[src/rtl/ex_stage_pipe.sv]
// Execute stage: single-cycle ALU and branch resolution, plus an
// iterative multiply/divide unit behind a one-entry output register.
module ex_stage_pipe #(
  parameter int XLEN      = 32,
  parameter bit MULDIV_EN = 1'b1
) (
  input  logic            clk,
  input  logic            rst_n,
  input  logic            flush_i,
  input  logic            in_valid_i,
  output logic            in_ready_o,
  input  logic [XLEN-1:0] pc_i,
  input  logic [XLEN-1:0] rs1_i,
  input  logic [XLEN-1:0] rs2_i,
  input  logic [XLEN-1:0] imm_i,
  input  logic [4:0]      alu_op_i,
  input  logic [1:0]      data_origin_i,
  input  logic            br_sig_i,
  input  logic [2:0]      br_op_i,
  output logic            out_valid_o,
  input  logic            out_ready_i,
  output logic [XLEN-1:0] alu_result_o,
  output logic [XLEN-1:0] pc_plus4_o,
  output logic [XLEN-1:0] new_pc_o,
  output logic            br_taken_o,
  output logic            illegal_o
);

  localparam int SW = $clog2(XLEN);

  typedef enum logic {IDLE, BUSY} state_t;

  state_t          state;
  logic [SW-1:0]   cnt;
  logic [2:0]      md_op;
  logic [XLEN-1:0] acc, aq, bq, dvd_q, mpc4_q;
  logic            neg_q, div0_q;

  logic [XLEN-1:0] op_a, op_b, sum, alu_res, npc, pc4;
  logic [SW-1:0]   shamt;
  logic            is_md, legal, sc_ok, cond, taken, accept;
  logic            sa, sb, sgn;

  assign pc4    = pc_i + XLEN'(4);
  assign in_ready_o = rst_n & (state == IDLE) &
                      (!out_valid_o | out_ready_i) & !flush_i;
  assign accept = in_valid_i & in_ready_o;

  always_comb begin
    op_a    = data_origin_i[0] ? pc_i : rs1_i;
    op_b    = data_origin_i[1] ? imm_i : rs2_i;
    sum     = op_a + op_b;
    shamt   = op_b[SW-1:0];
    is_md   = 1'b0;
    legal   = 1'b1;
    alu_res = '0;
    case (alu_op_i)
      5'd0:  alu_res = sum;
      5'd1:  alu_res = op_a - op_b;
      5'd2:  alu_res = op_a << shamt;
      5'd3:  alu_res = {{(XLEN-1){1'b0}},
                        $signed(op_a) < $signed(op_b)};
      5'd4:  alu_res = {{(XLEN-1){1'b0}}, op_a < op_b};
      5'd5:  alu_res = op_a ^ op_b;
      5'd6:  alu_res = op_a >> shamt;
      5'd7:  alu_res = $signed(op_a) >>> shamt;
      5'd8:  alu_res = op_a | op_b;
      5'd9:  alu_res = op_a & op_b;
      5'd10: alu_res = op_b;
      5'd16, 5'd17, 5'd18, 5'd19, 5'd20: begin
        is_md = 1'b1;
        legal = MULDIV_EN;
      end
      default: legal = 1'b0;
    endcase
  end

  // Branch compare is always rs1 vs rs2, whatever feeds the ALU.
  always_comb begin
    cond = 1'b1;
    unique case (1'b1)
      br_op_i == 3'b000: cond = rs1_i == rs2_i;
      br_op_i == 3'b001: cond = rs1_i != rs2_i;
      br_op_i == 3'b100: cond = $signed(rs1_i) < $signed(rs2_i);
      br_op_i == 3'b101: cond = $signed(rs1_i) >= $signed(rs2_i);
      br_op_i == 3'b110: cond = rs1_i < rs2_i;
      br_op_i == 3'b111: cond = rs1_i >= rs2_i;
      default:           cond = 1'b1;
    endcase
    sc_ok = legal & !is_md;
    taken = br_sig_i & sc_ok & cond;
    if (br_sig_i && sc_ok && br_op_i == 3'b011)
      npc = sum & {{(XLEN-1){1'b1}}, 1'b0};
    else if (taken)
      npc = pc_i + imm_i;
    else
      npc = pc4;
  end

  assign sgn = (alu_op_i == 5'd17) | (alu_op_i == 5'd19);
  assign sa  = sgn & op_a[XLEN-1];
  assign sb  = sgn & op_b[XLEN-1];

  logic [XLEN:0]   rem_try, rem_diff;
  logic            ge;
  logic [XLEN-1:0] acc_n, aq_n, bq_n, md_res;

  // One multiply or restoring-divide step per cycle.
  always_comb begin
    rem_try  = {acc, aq[XLEN-1]};
    rem_diff = rem_try - {1'b0, bq};
    ge       = rem_try >= {1'b0, bq};
    if (md_op == 3'd0) begin
      acc_n = aq[0] ? acc + bq : acc;
      aq_n  = aq >> 1;
      bq_n  = bq << 1;
    end else begin
      acc_n = ge ? rem_diff[XLEN-1:0] : rem_try[XLEN-1:0];
      aq_n  = {aq[XLEN-2:0], ge};
      bq_n  = bq;
    end
    case (md_op)
      3'd0:       md_res = acc_n;
      3'd1, 3'd2: md_res = div0_q ? '1 : (neg_q ? -aq_n : aq_n);
      3'd3, 3'd4: md_res = div0_q ? dvd_q : (neg_q ? -acc_n : acc_n);
      default:    md_res = acc_n;
    endcase
  end

  always_ff @(posedge clk) begin
    if (!rst_n) begin
      state        <= IDLE;
      cnt          <= '0;
      md_op        <= '0;
      acc          <= '0;
      aq           <= '0;
      bq           <= '0;
      dvd_q        <= '0;
      mpc4_q       <= '0;
      neg_q        <= 1'b0;
      div0_q       <= 1'b0;
      out_valid_o  <= 1'b0;
      alu_result_o <= '0;
      pc_plus4_o   <= '0;
      new_pc_o     <= '0;
      br_taken_o   <= 1'b0;
      illegal_o    <= 1'b0;
    end else if (flush_i) begin
      out_valid_o <= 1'b0;
      state       <= IDLE;
    end else begin
      if (out_valid_o && out_ready_i)
        out_valid_o <= 1'b0;
      case (state)
        IDLE: begin
          if (accept && is_md && MULDIV_EN) begin
            state  <= BUSY;
            cnt    <= '0;
            md_op  <= alu_op_i[2:0];
            acc    <= '0;
            aq     <= sa ? -op_a : op_a;
            bq     <= sb ? -op_b : op_b;
            neg_q  <= (alu_op_i == 5'd17) ? (sa ^ sb) :
                      (alu_op_i == 5'd19) ? sa : 1'b0;
            div0_q <= op_b == '0;
            dvd_q  <= op_a;
            mpc4_q <= pc4;
          end else if (accept) begin
            out_valid_o  <= 1'b1;
            alu_result_o <= alu_res;
            pc_plus4_o   <= pc4;
            new_pc_o     <= npc;
            br_taken_o   <= taken;
            illegal_o    <= !legal;
          end
        end
        BUSY: begin
          acc <= acc_n;
          aq  <= aq_n;
          bq  <= bq_n;
          cnt <= cnt + 1'b1;
          if (cnt == SW'(XLEN-1)) begin
            state        <= IDLE;
            out_valid_o  <= 1'b1;
            alu_result_o <= md_res;
            pc_plus4_o   <= mpc4_q;
            new_pc_o     <= mpc4_q;
            br_taken_o   <= 1'b0;
            illegal_o    <= 1'b0;
          end
        end
        default: state <= IDLE;
      endcase
    end
  end

endmodule

[config.mk]
export PLATFORM = sky130hd
export DESIGN_NAME = ex_stage_pipe
export DESIGN_NICKNAME = d
export VERILOG_FILES = /design/src/rtl/ex_stage_pipe.sv
export SDC_FILE = /design/constraint.sdc
export NUM_CORES = 2
export LEC_CHECK = 0
export ABC_AREA = 0
export CAP_MARGIN = 20
export CORE_ASPECT_RATIO = 0.5
export CORE_MARGIN = 2
export CORE_UTILIZATION = 50
export DETAILED_ROUTE_END_ITERATION = 7
export MAX_ROUTING_LAYER = met4
export PLACE_DENSITY = 0.81
export RECOVER_POWER = 50
export SLEW_MARGIN = 20
export SYNTH_ARGS = -nofsm -noshare
export SYNTH_HDL_FRONTEND = slang
export SYNTH_SLANG_ARGS = --single-unit
[constraint.sdc]
create_clock -name clk -period 6.7 [get_ports clk]
set_input_delay 1.34 -clock clk [delete_from_list [all_inputs] [get_ports clk]]
set_output_delay 1.34 -clock clk [all_outputs]
set_load 0.01 [all_outputs]
* Yosys cells after proc, flatten, opt, wreduce, memory -nomap -nowiden
Cells that the tools add are included.
** Word-level totals
- Flip-flop bits (word level) :: 270
- Input port bits :: 144
- Output and inout bits :: 100
** Operators by class
- Add/sub/neg operators :: 11
- Order comparisons :: 7
- Equality and inequality tests :: 33
- Shift operators :: 3
- Mux-type cells :: 56
- Bitwise operators :: 18
- Reductions and logical operators :: 21
** Operator list (number)
- 2-to-1 mux 32 bit :: 26
- one-hot mux 32 bit (2 select lines) :: 7
- one-hot mux 32 bit (11 select lines) :: 1
- < comparator 32 bit :: 4
- negation 32 bit :: 4
- adder 32 bit :: 3
- >= comparator 32 bit :: 2
- subtractor 32 bit :: 2
- >= comparator 33 x 32 -> 1 bit :: 1
- adder 32 x 3 -> 32 bit, second input constant :: 1
- AND 32 bit :: 1
- equality test 32 bit :: 1
- logical NOT 32 bit :: 1
- != test 32 bit :: 1
- bitwise OR 32 bit :: 1
- << shifter 32 x 5 -> 32 bit :: 1
- right shift 32 x 5 -> 32 bit :: 1
- >>> shifter 32 x 5 -> 32 bit :: 1
- bitwise XOR 32 bit :: 1
- equality test 5 bit, second input constant :: 6
- equality test 5 x 3 -> 1 bit, second input constant :: 4
- OR reduction 16 bit :: 1
- equality test 3 bit, second input constant :: 5
- equality test 5 x 4 -> 1 bit, second input constant :: 3
- 25 further kinds :: 70

* Depth between registers and ports, before layout
- Word-level depth :: 12
- Mapped depth :: 25
- Gate-level depth less buffers :: 20

* Least setup slack after synthesis
Ideal clock, no wire load.
- Path kind :: input to register
- From :: input data_origin_i[1]
- To :: register alu_result_o[31]
- Arrival time :: 6.673 ns
- Path slack :: -0.097 ns
- Stages on the path :: 22
- Cell sequence :: clkbuf_1 clkbuf_1 buf_1 o21a_1 clkbuf_1 clkbuf_1 buf_1 buf_1 ha_1 clkbuf_1 a21oi_1 o21ai_0 a2111oi_0 nor3_1 a41o_1 a22oi_1 o21ai_0 mux2i_1 a211o_1 a21oi_1 nor4bb_1 nor3_1
** On the way
- Word-level cells in the longest chain between the ends :: 6
- Elaborated cells between the ends (all ways) :: 13
** RTL lines
- from (decl) :: RTL line 17 : input logic [1:0] data_origin_i,
- 2-to-1 mux 32 bit (*) :: RTL line 51 : op_b = data_origin_i[1] ? imm_i : rs2_i;
- subtractor 32 bit (tied with other cells) :: RTL line 59 : 5'd1: alu_res = op_a - op_b;
- one-hot mux 32 bit (11 select lines) (*) :: RTL line 57 : case (alu_op_i)
- 2-to-1 mux 32 bit (*) :: RTL line 168 : end else if (accept) begin
- 2-to-1 mux 32 bit (*) :: RTL line 156 : if (accept && is_md && MULDIV_EN) begin
- one-hot mux 32 bit (2 select lines) (*) :: RTL line 154 : case (state)
- to (signal assigned) :: RTL line 170 : alu_result_o <= alu_res;
- to (signal assigned) :: RTL line 185 : alu_result_o <= md_res;
- to (decl) :: RTL line 22 : output logic [XLEN-1:0] alu_result_o,
Mark *: on every way between the ends. The rest lies on a longest branch, timed or not. The select of a mux whose other input is x is not followed.
A chain may end at the register's enable or synchronous reset.

* Final worst setup path
- From :: register bq[9]
- To :: register alu_result_o[16]
** On the way
- Word-level cells in the longest chain between the ends :: 9
- Elaborated cells between the ends (all ways) :: 16
** RTL lines
- from (decl) :: RTL line 36 : logic [XLEN-1:0] acc, aq, bq, dvd_q, mpc4_q;
- from (signal assigned) :: RTL line 162 : bq <= sb ? -op_b : op_b;
- from (signal assigned) :: RTL line 180 : bq <= bq_n;
- subtractor 32 bit (tied with other cells) :: RTL line 111 : rem_diff = rem_try - {1'b0, bq};
- 2-to-1 mux 32 bit (on tied branches) :: RTL line 118, 114
- 2-to-1 mux 32 bit :: RTL line 113 : if (md_op == 3'd0) begin
- negation 32 bit :: RTL line 125 : 3'd3, 3'd4: md_res = div0_q ? dvd_q : (neg_q ? -acc_n : acc_n);
- 2-to-1 mux 32 bit (2 in a row) :: RTL line 125
- one-hot mux 32 bit (2 select lines) (*) :: RTL line 122 : case (md_op)
- 2-to-1 mux 32 bit (*) :: RTL line 182 : if (cnt == SW'(XLEN-1)) begin
- one-hot mux 32 bit (2 select lines) (*) :: RTL line 154
Marks and branches as above.

==> impl_metrics.env <==
export IMPL_ctsHoldBuffers=0
export IMPL_synthesis_instances=4498
export IMPL_final_setup_worst_slack_ns=0.437
export IMPL_floorplan_initialDensity_pct=50.3
export IMPL_timing_max_transition_violations_final=188
export IMPL_synthesis_area_um2=31600
export IMPL_timing_final_setup_violations=0
export IMPL_ys_seq_area_share_pct=17.1
export IMPL_globalRouteOverflowTotal=0
export IMPL_timing_final_hold_violations=0
export IMPL_slew_headroom_pct=-86.8
export IMPL_reg2reg_from="bq[9]$_SDFFE_PN0P_"
export IMPL_cts_root_buffer="sky130_fd_sc_hd__clkbuf_16"
export IMPL_min_path_type="flop to flop"
export IMPL_number_of_sinks_driven_by_the_clock_tree=270
export IMPL_fin_worst_skew_ns=0.0208
export IMPL_detailroute_via_count=39600
export IMPL_r2r_end="alu_result_o[16]$_SDFFE_PN0P_"
export IMPL_status="finished with violations"
export IMPL_path_common_cell="sky130_fd_sc_hd__nor4_1"
export IMPL_synth_cell_types=101
export IMPL_min_delay_path_depth=2
export IMPL_placementRows=65
export IMPL_critPathTopFamily="compound AO/OA/AOI/OAI gates"
export IMPL_grt_max_degree=126
export IMPL_drc_errors=52
export IMPL_maxClockFrequency_ghz=0.160
export IMPL_viasPerCell=7.18
export IMPL_final_min_clock_period_ns=6.26
export IMPL_cp_required_ns=7.26
export IMPL_io_buffer_count=243
export IMPL_gp_routability_congestion=1.18
export IMPL_min_period_over_period_pct=93.5
export IMPL_worst_path_max_fanout=12
export IMPL_cpPeakStageDelay_ns=0.83
export IMPL_ctsLongestPathBuffers=3
export IMPL_grt_pass1_wl_mm=246
export IMPL_worstSetupEndpointType="flop"
export IMPL_rrSetupSlack_ns=0.44
export IMPL_vdd_ir_drop_worst_v=0.000183
export IMPL_grt_setup_unrepaired="false"
export IMPL_holdPathEnd="aq[27]$_SDFFE_PN0P_"
export IMPL_clk_pin_slew_ns=0.07
export IMPL_dp_slack_ns=0.364
export IMPL_combined_global_route_utilization_of_all_metal_layers_pct=51.6
export IMPL_post_cts_resized=0
export IMPL_timing_critical_path_buf_inv=1
export IMPL_drt_antenna_violating_nets=0
export IMPL_clk_latency_ns=0.63
export IMPL_route_detailed_wl_per_inst_um=31.1
export IMPL_dp_hpwl_mm=133
export IMPL_cap_violations=3
export IMPL_drt_initial_drc_count=7872
export IMPL_totalPowerFinal_uw=6050
export IMPL_total_wire_length_after_detailed_routing_mm=172
export IMPL_rr_worst_depth=14
export IMPL_synth_seq_cells=270
export IMPL_crit_type="flop to flop"
export IMPL_flow_area_growth_from_synthesis_pct=15.4
export IMPL_cts_max_level=1
export IMPL_design_core_area_um2=62800
export IMPL_layout_drive_gt1_share_pct=7.09
export IMPL_number_of_search_and_repair_iterations_in_the_first_detailed_routing_pass=8
export IMPL_cp_data_arrival_time_ns=6.82
export IMPL_clock_tree_from_tritoncts="yes"
export IMPL_fp_dieH_um=182
export IMPL_start_kind="flop"
export IMPL_cellLeakagePower_uw=0.0157
export IMPL_crit_path_top_delay_cell="sky130_fd_sc_hd__o31ai_2"
export IMPL_antenna_found_initial=18
export IMPL_synthesis_yosys_warnings=0
export IMPL_layout_nets=5023
export IMPL_hold_path_startpoint="aq[27]$_SDFFE_PN0P_"
export IMPL_post_route_util_pct=58.1
export IMPL_synth_avg_cell_area_um2=7.03
export IMPL_critical_path_cell_chain="inv_1 > ha_1 > nand4_1 > nor4_1 > a21oi_1 > o31ai_2 > nor4_1 > a311o_1 > or2_1 > or4b_4 > nor4_1 > nand3_1 > a31oi_1 > o221a_2"
export IMPL_synth_edf_count=0
export IMPL_fp_dieArea_um2=65400
export IMPL_buffers_inserted_by_post_cts_timing_repair=0
export IMPL_cts_bufs_inserted=28
export IMPL_grt_pass1_vias=36000
export IMPL_powerDensity_nw_per_um2=166
export IMPL_mapped_nets=4876
export IMPL_floorplan_io_pins=244
export IMPL_synthFlopType="sky130_fd_sc_hd__dfxtp_1"
export IMPL_tightest_slew_ns=2.80
export IMPL_synth_async_reset_ratio_pct=0
export IMPL_violations="design-rule violations, max-capacitance violations, max-slew violations"
export IMPL_setup_total_negative_slack_ns=0
export IMPL_chipWidth_um=360
-- worst reg2reg max path, stage by stage, from the launching register on --
cell and delay, ns:
sky130_fd_sc_hd__dfxtp_1 0.43, sky130_fd_sc_hd__inv_1 0.08, sky130_fd_sc_hd__ha_1 0.49, sky130_fd_sc_hd__nand4_1 0.19
sky130_fd_sc_hd__nor4_1 0.63, sky130_fd_sc_hd__a21oi_1 0.22, sky130_fd_sc_hd__o31ai_2 0.83, sky130_fd_sc_hd__nor4_1 0.16
sky130_fd_sc_hd__a311o_1 0.47, sky130_fd_sc_hd__or2_1 0.30, sky130_fd_sc_hd__or4b_4 0.62, sky130_fd_sc_hd__nor4_1 0.50
sky130_fd_sc_hd__nand3_1 0.14, sky130_fd_sc_hd__a31oi_1 0.79, sky130_fd_sc_hd__o221a_2 0.34
-- flip-flops by register name (all words and copies together) (netlist names) --
register      flops
aq               32
neg_q             1
illegal_o         1
state             1
bq               32
alu_result_o     32
div0_q            1
br_taken_o        1
md_op             3
new_pc_o         32
cnt               5
mpc4_q           32
out_valid_o       1
acc              32
pc_plus4_o       32
dvd_q            32
-- layer usage --
layer  GRT usage, %  part of all wire [%]
met5              -                     0
met4           21.2                   5.0
met2           69.3                    38
met1           67.9                    40
met3           20.4                    16
-- cell usage after synthesis (13+ instances only) --
master | number | area [um2]
sky130_fd_sc_hd__o211a_1 | 63 | 631
sky130_fd_sc_hd__a21o_1 | 68 | 510
sky130_fd_sc_hd__inv_1 | 193 | 724
sky130_fd_sc_hd__and2_1 | 28 | 175
sky130_fd_sc_hd__xnor2_1 | 161 | 1410
sky130_fd_sc_hd__buf_1 | 46 | 173
sky130_fd_sc_hd__nand4_1 | 46 | 288
sky130_fd_sc_hd__a31oi_1 | 68 | 425
sky130_fd_sc_hd__a211oi_1 | 58 | 435
sky130_fd_sc_hd__o41ai_1 | 15 | 131
sky130_fd_sc_hd__a311oi_1 | 13 | 114
sky130_fd_sc_hd__buf_2 | 14 | 70.1
sky130_fd_sc_hd__nand2b_1 | 37 | 231
sky130_fd_sc_hd__or3_1 | 25 | 156
sky130_fd_sc_hd__o31ai_1 | 35 | 263
sky130_fd_sc_hd__o2111ai_1 | 13 | 114
sky130_fd_sc_hd__o22ai_1 | 51 | 319
sky130_fd_sc_hd__nand2_1 | 498 | 1870
sky130_fd_sc_hd__a221o_1 | 26 | 260
sky130_fd_sc_hd__o311ai_0 | 15 | 131
sky130_fd_sc_hd__nor4_1 | 28 | 175
sky130_fd_sc_hd__a22oi_1 | 52 | 390
sky130_fd_sc_hd__o21bai_1 | 24 | 180
sky130_fd_sc_hd__nor2b_1 | 37 | 231
sky130_fd_sc_hd__a21oi_1 | 378 | 1890
sky130_fd_sc_hd__mux2i_1 | 144 | 1440
sky130_fd_sc_hd__mux2_2 | 21 | 236
sky130_fd_sc_hd__a221oi_1 | 60 | 526
sky130_fd_sc_hd__xor2_1 | 73 | 639
sky130_fd_sc_hd__o21a_1 | 44 | 330
sky130_fd_sc_hd__o221ai_1 | 20 | 175
sky130_fd_sc_hd__a222oi_1 | 25 | 250
sky130_fd_sc_hd__dfxtp_1 | 270 | 5410
sky130_fd_sc_hd__nand3_1 | 162 | 811
sky130_fd_sc_hd__and3_1 | 34 | 213
sky130_fd_sc_hd__nor2_1 | 406 | 1520
sky130_fd_sc_hd__nor3_1 | 101 | 505
sky130_fd_sc_hd__o211ai_1 | 120 | 901
sky130_fd_sc_hd__o21ai_0 | 342 | 1710
sky130_fd_sc_hd__clkbuf_1 | 257 | 965
sky130_fd_sc_hd__a21boi_0 | 18 | 135
sky130_fd_sc_hd__ha_1 | 229 | 2870
-- where the power goes --
group          switching [uW]  internal, uW
Combinational            1770           855
Clock                     799           955
Sequential               31.8          1640
Total                    2600          3450
-- per-stage QoR --
stage               hold slack, ns  cells  cell area, um2
detailed placement           0.461   5452           35500
finish                       0.477   5519           36500
floorplan                    0.435   4498           31600
CTS                          0.475   5504           36500
global route                 0.486   5517           36500
global placement             0.455   5452           35500
-- final cells by class --
cell class,count,area (um2)
well taps,837,1050
multi-input cells,3710,24400
clock buffers,42,843
fillers,5845,26300
inverters,199,747
repair buffers,436,3900
diodes,15,37.5
flip-flops and latches,270,5410
clock inverters,10,139
-- kinds of logic after synthesis --
family	share of synthesized area, %
compound gates	34.1
buf+inv	6.25
fa+ha+maj	9.38
mux	5.38
flops	17.1
xor+xnor	6.48
simple gates	21.3
-- how the worst max path moves through the flow --
| stage | from | to | slack, ns | cells after the start |
|---|---|---|---|---|
| after floorplan | data_origin_i[1] | alu_result_o[31]$_SDFFE_PN0P_ | 0.12 | 22 |
| after global placement | data_origin_i[1] | alu_result_o[28]$_SDFFE_PN0P_ | 0.23 | 15 |
| after detailed placement | data_origin_i[0] | alu_result_o[28]$_SDFFE_PN0P_ | 0.36 | 14 |
| after CTS | bq[9]$_SDFFE_PN0P_ | alu_result_o[23]$_SDFFE_PN0P_ | 0.67 | 15 |
| after global routing | bq[1]$_SDFFE_PN0P_ | alu_result_o[22]$_SDFFE_PN0P_ | 0.27 | 20 |
| final | bq[9]$_SDFFE_PN0P_ | alu_result_o[16]$_SDFFE_PN0P_ | 0.44 | 14 |
-- cells in the final DEF, fill, tap and decap left out, types with 68 or more instances in the layout --
master and n:
sky130_fd_sc_hd__o211ai_1 120, sky130_fd_sc_hd__clkdlybuf4s50_1 140, sky130_fd_sc_hd__o21ai_0 341, sky130_fd_sc_hd__nor2_1 401, sky130_fd_sc_hd__a31oi_1 68, sky130_fd_sc_hd__nand2_1 498
sky130_fd_sc_hd__dfxtp_1 268, sky130_fd_sc_hd__dlygate4sd3_1 100, sky130_fd_sc_hd__ha_1 229, sky130_fd_sc_hd__nor3_1 97, sky130_fd_sc_hd__nand3_1 162, sky130_fd_sc_hd__mux2i_1 141
sky130_fd_sc_hd__xnor2_1 161, sky130_fd_sc_hd__a21oi_1 374, sky130_fd_sc_hd__a21o_1 68, sky130_fd_sc_hd__inv_1 193, sky130_fd_sc_hd__buf_4 187, sky130_fd_sc_hd__xor2_1 73
Note: power is estimated with default switching activity, not from simulation.
